--- src/rtl/alu_input_sequencer.sv ---
// Captures operand A, operand B and an op code for an ALU from a push-button style load input.
// Define ALU_SEQ_SYNC_EN to insert a two-flop synchronizer on load (for an asynchronous button).
module alu_input_sequencer #(
  parameter int N = 4
) (
  input  logic         clk,
  input  logic         rst,
  input  logic [N-1:0] data_in,
  input  logic [3:0]   op_in,
  input  logic         load,
  input  logic         clear,
  input  logic         out_ready,
  output logic [N-1:0] a,
  output logic [N-1:0] b,
  output logic [3:0]   sel,
  output logic         out_valid,
  output logic         err,
  output logic [1:0]   state
);

  typedef enum logic [1:0] {
    S_A    = 2'b00,
    S_B    = 2'b01,
    S_OP   = 2'b10,
    S_EXEC = 2'b11
  } state_t;

  state_t cur;
  logic   load_s;
  logic   load_q;
  logic   load_evt;

  function automatic logic op_legal(input logic [3:0] op);
    case (op)
      4'b0000, 4'b0001, 4'b0010, 4'b0011,
      4'b0100, 4'b0101, 4'b1000, 4'b1001,
      4'b1100, 4'b1101: op_legal = 1'b1;
      default:          op_legal = 1'b0;
    endcase
  endfunction

  // Stage p0/p1: optional metastability guard on the button input
`ifdef ALU_SEQ_SYNC_EN
  logic sync_p0;
  logic sync_p1;

  always_ff @(posedge clk or posedge rst) begin
    if (rst) begin
      sync_p0 <= 1'b0;
      sync_p1 <= 1'b0;
    end else begin
      sync_p0 <= load;
      sync_p1 <= sync_p0;
    end
  end

  assign load_s = sync_p1;
`else
  assign load_s = load;
`endif

  // Edge detect: a held button yields a single event
  always_ff @(posedge clk or posedge rst) begin
    if (rst) begin
      load_q <= 1'b0;
    end else begin
      load_q <= load_s;
    end
  end

  assign load_evt = load_s & ~load_q;

  always_ff @(posedge clk or posedge rst) begin
    if (rst) begin
      cur <= S_A;
      a   <= '0;
      b   <= '0;
      sel <= '0;
      err <= 1'b0;
    end else if (clear) begin
      cur <= S_A;
      a   <= '0;
      b   <= '0;
      sel <= '0;
      err <= 1'b0;
    end else begin
      case (cur)
        S_A: begin
          if (load_evt) begin
            a   <= data_in;
            cur <= S_B;
          end
        end
        S_B: begin
          if (load_evt) begin
            b   <= data_in;
            cur <= S_OP;
          end
        end
        S_OP: begin
          if (load_evt) begin
            if (op_legal(op_in)) begin
              sel <= op_in;
              err <= 1'b0;
              cur <= S_EXEC;
            end else begin
              err <= 1'b1;
            end
          end
        end
        S_EXEC: begin
          // Load events here are dropped; operands stay frozen until accepted
          if (out_ready) begin
            cur <= S_A;
          end
        end
        default: cur <= S_A;
      endcase
    end
  end

  assign out_valid = (cur == S_EXEC);
  assign state     = cur;

endmodule

--- config.mk ---
export PLATFORM = sky130hd
export DESIGN_NAME = alu_input_sequencer
export DESIGN_NICKNAME = d
export VERILOG_FILES = /design/src/rtl/alu_input_sequencer.sv
export SDC_FILE = /design/constraint.sdc
export NUM_CORES = 1
export LEC_CHECK = 0
export CAP_MARGIN = 20
export CORE_MARGIN = 2
export CORE_UTILIZATION = 42
export DETAILED_ROUTE_END_ITERATION = 12
export GPL_TIMING_DRIVEN = 0
export PLACE_DENSITY = 0.81
export REMOVE_ABC_BUFFERS = 1
export SLEW_MARGIN = 25
export SYNTH_ARGS = -nofsm -noshare
export SYNTH_HDL_FRONTEND = slang
export SYNTH_SLANG_ARGS = --single-unit
--- constraint.sdc ---
create_clock -name clk -period 2.7 [get_ports clk]
set_input_delay 0.405 -clock clk [delete_from_list [all_inputs] [get_ports clk]]
set_output_delay 0.405 -clock clk [all_outputs]
set_load 0.02 [all_outputs]
==> results of run 1 <==
[per-layer routing]
layer,global-route usage,vias to the layer above,routed length [µm],part of all wire
met1,0.2034,303,694,0.44
met3,0.05098,5,95,0.061
met4,0.1200,0,45,0.029
li1,-,323,-,-
met5,0,-,0,0
met2,0.2556,21,734,0.47
[cell families (layout without fill, tap and decap cells)]
kind of cell,count (synthesis),in the layout,synth area share
AO/OA/AOI/OAI,15,15,0.1196
flip-flops,16,16,0.5316
adder cells (fa/ha/maj),4,4,0.06645
AND/OR/NAND/NOR,31,31,0.1894
buffers and inverters,7,37,0.03987
multiplexers,4,4,0.05316
[state kept, by name (all words and copies together) (netlist names)]
signal  count
state       2
a           4
load_q      1
err         1
b           4
sel         4
[worst max-delay path, stage by stage (launching register included)]
cell and delay [ns]:
dfrtp_1 0.44, ha_1 0.19, clkdlybuf4s50_1 0.60
[worst min-delay path by stage]
stage	slack (ns)	startpoint	endpoint	cells after the start
after detailed placement	0.51	err	err	2
after floorplan	0.32	rst	a[0]	1
after CTS	0.51	rst	sel[1]	2
after global placement	0.51	sel[0]	sel[0]	2
final	0.48	rst	sel[0]	2
after global routing	0.54	rst	sel[1]	2
[cells in the final DEF, fill, tap and decap left out]
master	n
clkdlybuf4s50_1	28
dfrtp_1	16
nand2_1	13
a21oi_1	10
nand3_1	9
nor2_1	6
inv_1	5
mux2i_1	4
ha_1	4
clkbuf_4	3
nor2b_4	1
o21ai_1	1
o22ai_1	1
o31ai_1	1
o21ba_1	1
nand3b_1	1
nor3_1	1
o221a_2	1
clkbuf_8	1
[per-stage QoR]
stage                       util  instance area [µm²]  power (mW)
final                     0.6381                 1090      0.7140
after CTS                 0.6381                 1090      0.7203
after detailed placement  0.6169                 1054      0.5538
after global routing      0.6381                 1090      0.7544
after global placement    0.6169                 1054      0.5487
after floorplan                -                742.0      0.4499
[report_power, final]
part,leakage [nW],switching (mW),total [mW],internal [mW]
Clock,0.0210,0.0797,0.162,0.0824
Combinational,0.249,0.144,0.263,0.118
Sequential,0.218,0.0241,0.289,0.265
[layout make-up]
cell class	count	area [µm²]	share of cell area
tap	25	31.28	0.02870
multi-input combinational	54	322.8	0.2962
clock buffer	4	36.28	0.03329
inverter	5	18.77	0.01722
sequential	16	400.4	0.3674
timing repair buffer	28	280.3	0.2572
==> run_results.csv, run 1 <==
group,metric,value,unit
setup_path,reg2reg_to,"state[0]",
power,ir_worst_vdd,0.4127,mV
floorplanning,fp.dieH,46.35,µm
logic_synthesis,synth_edf_count,0,
global_routing,grt_pass1_vias,584,
timing,fin_crit,1.933,ns
setup_path,crit_path_start_kind,"flop",
timing,hold_viol,0,
floorplanning,core,1708,µm²
floorplanning,initial_utilization,0.4410,
global_routing,antenna_found_initial,0,
layout,area_growth_syn_to_layout,44.69,%
floorplanning,die_w,46.35,µm
setup_path,worstSetupPathType,"reg -> out",
logic_synthesis,yosysSeqAreaShare,0.5316,
setup_path,critical_path.max_fanout,5,
cts,cts_hold_buffers,0,
placement,portBuffers,28,
placement,place.detailed.hpwl,1123,µm
logic_synthesis,async_flop_share,1.000,
timing,fin_crit_sh,0.7159,
timing,rsz0062_at_grt,"false",
cts,clock_path_buffers,2,
layout,nets,125,
global_routing,grt_first_pass_wirelength,2449,µm
logic_synthesis,synth_cells,77,
cts,clk_pin_slew_worst_paths,0.09,ns
route,drt-initial-drc-count,12,
setup_path,startpoint,"state[0]",
route,drc,0,
logic_synthesis,mappedNetlistArea,753.2,µm²
layout,antenna_cells,0,
route,dr.pass1.iters,4,
hold_path,hp-class,"in -> async",
power,power.density,655.1,nW/µm²
placement,pre_cts_ws,0.8311,ns
setup_path,worstSetupEndpointType,"output pin",
route,ant_nets,0,
timing,tightest_slew,0.5957,ns
logic_synthesis,synth_cell_types,18,
global_routing,grt.total_usage,0.1695,
route,via_per_inst,4.939,
timing,fin_skew,0.0005242,ns
timing,setup_tns,0,ns
cts,post_cts_buffers,0,
layout,drive_gt1_frac,0.05607,
cts,cts_resized,0,
floorplanning,pin_count,29,
setup_path,r2r_cells,6,
logic_synthesis,avgSynthCellArea,9.782,µm²
global_routing,grt_max_degree,17,
run_status,status,"complete, no violations",
run,maxCapViolCount,0,
logic_synthesis,yosysWarnings,0,
power,leakage,0.4887,nW
timing,max_freq,517.3,MHz
global_routing,grt_overflow_total,0,
setup_path,arrival,1.53,ns
setup_path,critical_path_required,2.30,ns
timing,maxSlewViolCount,0,
cts,htree_levels,1,
logic_synthesis,synthTopCellsByArea,"dfrtp_1 (53%), a21oi_1 (6.6%), ha_1 (6.6%), nand2_1 (6.5%), nand3_1 (6.0%)",
cts,cts_buffers,3,
setup_path,crit_end,"out_valid",
placement,gp_congestion,0.7552,
logic_synthesis,synth_common_cells,"dfrtp_1 (16), nand2_1 (13), a21oi_1 (10)",
setup_path,worstReg2RegStart,"state[0]",
cts,clock_latency,0.30,ns
timing,setup_violations,0,
floorplanning,die_area,2148,µm²
logic_synthesis,ys_seq_elements,16,
timing,finalWorstSetupSlack,0.7671,ns
floorplanning,rows,15,
logic_synthesis,ys.flop_type,"dfrtp_1",
cts,tritoncts,"yes",
placement,dp.cells,128,
cts,cts_sinks,16,
timing,slew_headroom,0.6025,
route,wirelength,1570,µm
cts,cts_root_buf,"clkbuf_4",
logic_synthesis,yosys.area.top_type,"dfrtp_1",
logic_synthesis,yosysMostFrequentCell,"dfrtp_1",
route,vias,652,
setup_path,reg2reg_slack,1.12,ns
route,wl_per_cell,11.89,µm
layout,stdcell_count,132,
timing,fin_hold_ws,0.4826,ns
layout,fillers,147,
logic_synthesis,yosysTopAreaCellShare,0.5316,
Power figures use the tool's default switching activity.
==> run 2: changes to the inputs <==
- CORE_UTILIZATION: 42 -> 38
- PLACE_DENSITY: 0.81 -> 0.78
- clock period: 2.7 -> 1.7 ns (I/O delays scaled with it)
==> run 2 against run 1 <==
Compared with the run above: clock skew grew 0.0012 ns; hold slack worse by 0.15 ns; combinational power increased by 56%; sequential share of layout area about the same; clock power rose by 54%; wire length up 3.8%; non-clock buffer count stayed put; register-to-register slack got worse by 0.92 ns; final area grew 0.11%; worst setup slack worse by 0.66 ns; largest power group unchanged.
==> run_results.csv, run 2 (synthesized netlist as in run 1, its figures left out) <==
group,metric,value,unit
global_routing,top_usage_layer,"met2",
cts,cts_sinks,16,
setup_path,critical_path_required,1.44,ns
power,internal_power,0.7376,mW
cts,cts_root_buf,"clkbuf_4",
setup_path,slowest_delay,0.63,ns
layout,design_area,1091,µm²
timing,setup_violations,0,
global_routing,grtUsageMet1,0.1663,
timing,fin_crit,1.594,ns
hold_path,hp-class,"in -> async",
cts,cts_buffers,3,
floorplanning,core,1922,µm²
route,vias,653,
floorplanning,die_area,2354,µm²
floorplanning,die_w,48.52,µm
cts,htree_levels,1,
global_routing,use_met2,0.2755,
route,wl_per_cell,12.16,µm
cts,tritoncts,"yes",
global_routing,grt_max_degree,17,
route,ant_nets,0,
floorplanning,fp.dieH,48.52,µm
setup_path,crit_buf_inv,1,
layout,stdcell_count,134,
global_routing,antenna_found_initial,0,
setup_path,crit_path_cell_trace,"clkdlybuf4s50_1",
power,p_total,1.119,mW
floorplanning,initial_utilization,0.3919,
global_routing,grt_first_pass_wirelength,2801,µm
layout,layout.cells.most_common_list,"clkdlybuf4s50_1 (27), dfrtp_1 (16), nand2_1 (13)",
placement,portBuffers,28,
power,power.density,1026,nW/µm²
route,drt-initial-drc-count,5,
route,drc,0,
power,seqPwrFrac,0.410,
global_routing,met3_usage,0.02778,
layout,antenna_cells,0,
placement,gp_congestion,0.7769,
setup_path,arrival,1.34,ns
power,ir_worst_vdd,0.6241,mV
timing,rsz0062_at_grt,"false",
layout,nets,125,
setup_path,reg2reg_slack,0.20,ns
timing,fin_crit_sh,0.9379,
route,dr.pass1.iters,4,
timing,tightest_slew,0.5902,ns
route,via_per_inst,4.873,
run_status,status,"complete, no violations",
cts,clk_pin_slew_worst_paths,0.09,ns
timing,max_freq,627.2,MHz
timing,fin_skew,0.001713,ns
setup_path,crit_slowest_cell,"clkdlybuf4s50_1",
placement,placed_area,1056,µm²
setup_path,worstSetupEndpointType,"output pin",
timing,maxSlewViolCount,0,
layout,reg_top3,"a (4), b (4), sel (4)",
run,maxCapViolCount,0,
floorplanning,pin_count,29,
power,clkPwrFrac,0.223,
layout,final_common_cell,"clkdlybuf4s50_1",
placement,dp.cells,130,
floorplanning,rows,16,
layout,area_growth_syn_to_layout,44.85,%
cts,clock_latency,0.29,ns
cts,clock_path_buffers,2,
power,switching_share,0.3411,
power,leakage,0.4934,nW
layout,drive_gt1_frac,0.05607,
route,wirelength,1630,µm
global_routing,grt.total_usage,0.1559,
global_routing,grt_pass1_vias,650,
power,power.net_switching,0.3819,mW
setup_path,critical_path.max_fanout,5,
global_routing,grt_overflow_total,0,
timing,slew_headroom,0.6061,
layout,fin_util,0.5677,
power,pwr-share-comb,0.367,
setup_path,crit_family,"buffers and inverters",
setup_path,worstSetupPathType,"reg -> out",
timing,hold_viol,0,
setup_path,crit_path_start_kind,"flop",
cts,cts_hold_buffers,0,
-- run 2: changes by cell type in the layout (fill, tap and decap cells not counted), sizes merged --
cell / previous run / this run
clkdlybuf4s50: 28 / 27
dlygate4sd2: 0 / 1
-- run 2: metrics by stage --
step	hold WS (ns)	setup WS [ns]	TNS, ns
after floorplan	0.1687	0.2258	0
final	0.3287	0.1056	0
after CTS	0.3575	0.08736	0
after detailed placement	0.5143	-0.02711	-0.04944
after global routing	0.3844	0.04276	0
after global placement	0.5042	-0.005891	-0.005891
-- run 2: power by group through the flow --
stage	Sequential (mW)	Clock [mW]	Combinational, mW
global placement	0.464	0	0.404
CTS	0.460	0.261	0.413
floorplan	0.512	0	0.203
global route	0.467	0.278	0.445
detailed placement	0.468	0	0.413
finish	0.459	0.250	0.410
-- run 2: path summary, 6_finish.rpt --
kind,from,to,cells past startpoint
min in group clk,load,load_q,1
min,rst,b[0],2
max reg2reg,state[0],state[1],6
max,state[1],state[1],1
max in group asynchronous,rst,state[0],2
min reg2reg,b[2],b[2],2
-- run 2: area by class of cell --
type	count	area, µm²
Inverter	5	18.77
Multi-Input combinational cell	54	322.8
Sequential cell	16	400.4
Timing Repair Buffer	28	279.0
Tap cell	27	33.78
Clock buffer	4	36.28
Fill cell	193	830.8
-- run 2: timing repair --
| item | CTS | global route |
|---|---|---|
| endpoints found under the setup margin | 1 | 0 |
| gates resized for setup | 1 | 0 |
| buffers inserted | 0 | 0 |
-- run 2: routing by layer --
layer	up-vias	share of wire	wire length, µm
met5	-	0	0
met1	304	0.42	686
met4	0	0.029	48
met3	5	0.044	71
li1	325	-	-
met2	19	0.50	823
==> run 3: changes to the inputs <==
- CORE_MARGIN: 2 -> not set
==> run 3 against run 2 <==
Compared with the run above: hold slack worse by 0.0028 ns; core utilization up 4.3 points; global-route usage down 0.17 points; highest routed layer unchanged; cell count down 1.5%; critical endpoint is now state[0]; critical path depth stayed put; via count rose by 0.31%; clock power grew 2%; worst setup slack got worse by 0.0078 ns; register-to-register slack is essentially flat; final area decreased by 0.23%; power grew 0.18%; flip-flop and latch count unchanged.
==> run_results.csv, run 3 (synthesized netlist as in run 1, its figures left out) <==
group,metric,value,unit
route,ant_nets,0,
run,maxCapViolCount,0,
global_routing,grt.total_usage,0.1542,
setup_path,crit_buf_inv,1,
timing,fin_hold_ws,0.3259,ns
power,power.density,1030,nW/µm²
floorplanning,rows,15,
layout,drive_gt1_frac,0.05607,
layout,nets,125,
power,leakage,0.4934,nW
timing,fin_crit_sh,0.9425,
route,via_per_inst,4.962,
timing,fin_crit,1.602,ns
global_routing,antenna_found_initial,0,
cts,tritoncts,"yes",
timing,max_freq,624.1,MHz
timing,rsz0062_at_grt,"false",
placement,gp_congestion,0.8015,
setup_path,crit_family,"buffers and inverters",
cts,clk_pin_slew_worst_paths,0.10,ns
setup_path,reg2reg_slack,0.19,ns
setup_path,critical_path_required,1.44,ns
layout,final_common_cell,"clkdlybuf4s50_1",
route,wirelength,1515,µm
cts,clock_latency,0.28,ns
cts,clock_path_buffers,2,
floorplanning,pin_count,29,
floorplanning,initial_utilization,0.4225,
placement,portBuffers,28,
layout,layout.cells.most_common_list,"clkdlybuf4s50_1 (27), dfrtp_1 (16), nand2_1 (13)",
route,drc,0,
timing,tightest_slew,0.5940,ns
cts,cts_root_buf,"clkbuf_4",
setup_path,slowest_delay,0.63,ns
run_status,status,"complete, no violations",
timing,slew_headroom,0.6036,
floorplanning,die_w,46.52,µm
floorplanning,core,1783,µm²
setup_path,worstSetupPathType,"reg -> out",
floorplanning,die_area,2164,µm²
route,wl_per_cell,11.48,µm
setup_path,arrival,1.35,ns
setup_path,crit_slowest_cell,"clkdlybuf4s50_1",
timing,setup_violations,0,
setup_path,crit_path_start_kind,"flop",
cts,cts_sinks,16,
global_routing,grt_pass1_vias,547,
floorplanning,fp.dieH,46.52,µm
route,vias,655,
setup_path,critical_path.max_fanout,5,
layout,area_growth_syn_to_layout,44.52,%
placement,place.detailed.hpwl,1155,µm
setup_path,crit_path_cell_trace,"clkdlybuf4s50_1",
setup_path,worstSetupEndpointType,"output pin",
timing,setup_tns,0,ns
layout,antenna_cells,0,
hold_path,hp-class,"in -> async",
power,ir_worst_vdd,0.8254,mV
layout,reg_top3,"a (4), b (4), sel (4)",
timing,maxSlewViolCount,0,
route,dr.pass1.iters,4,
route,drt-initial-drc-count,7,
timing,fin_skew,0.002972,ns
global_routing,grt_max_degree,17,
timing,hold_viol,0,
layout,fin_util,0.6105,
global_routing,grt_first_pass_wirelength,2283,µm
cts,cts_buffers,3,
global_routing,grt_overflow_total,0,
cts,htree_levels,1,
## run 3: cell counts in the layout (fill, tap and decap cells not counted)
No cell type changed its count.
## run 3: final timing paths
kind                       cells after the start  endpoint     start
setup / recovery                               1  state[0]  state[0]
hold / removal                                 2    sel[0]       rst
setup reg to reg                               6  state[1]  state[0]
hold reg to reg                                2      a[2]      a[2]
max in group asynchronous                      2  state[1]       rst
min in group clk                               1    load_q      load
## run 3: worst reg2reg max path: cells and delay by family (launching register included)
family / cells / cell delay, ns
AOI/OAI and AO/OA: 2 / 0.29
adders and majority gates: 1 / 0.29
buffers and inverters: 1 / 0.09
DFF: 1 / 0.43
muxes: 1 / 0.21
and+or+nand+nor: 1 / 0.11
## run 3: cell type report
type	instances	area (µm²)
fill	162	694.4
sequential	16	400.4
multi-input combinational	54	322.8
timing repair buffer	28	279.0
clock buffer	4	36.28
tap	25	31.28
inverter	5	18.77
## run 3: layer usage
metal	track usage	share of wire
met1	0.2015	0.45
met2	0.2389	0.48
met3	0.03529	0.053
met4	0.07059	0.015
met5	0	0
## run 3: power by group
part / switching [mW] / leakage, nW / total (mW) / internal, mW
Sequential: 0.0379 / 0.218 / 0.459 / 0.421
Combinational: 0.223 / 0.254 / 0.408 / 0.185
Clock: 0.124 / 0.0210 / 0.254 / 0.130
## run 3: metrics by stage
step / worst slack (ns) / power [mW] / cell area [µm²] / std cells
6_report: 0.09774 / 1.121 / 1089 / 132
5_1_grt: 0.04380 / 1.183 / 1089 / 132
4_1_cts: 0.08808 / 1.129 / 1089 / 132
3_5_place_dp: -0.01860 / 0.8776 / 1054 / 128
3_3_place_gp: -0.01020 / 0.8690 / 1054 / 128
2_1_floorplan: 0.2258 / 0.7146 / 742.0 / 75
## run 3: repair_timing
action,CTS,global route
setup buffers,0,0
hold buffers,0,0
gates resized for setup,1,0
setup endpoints to repair,1,0
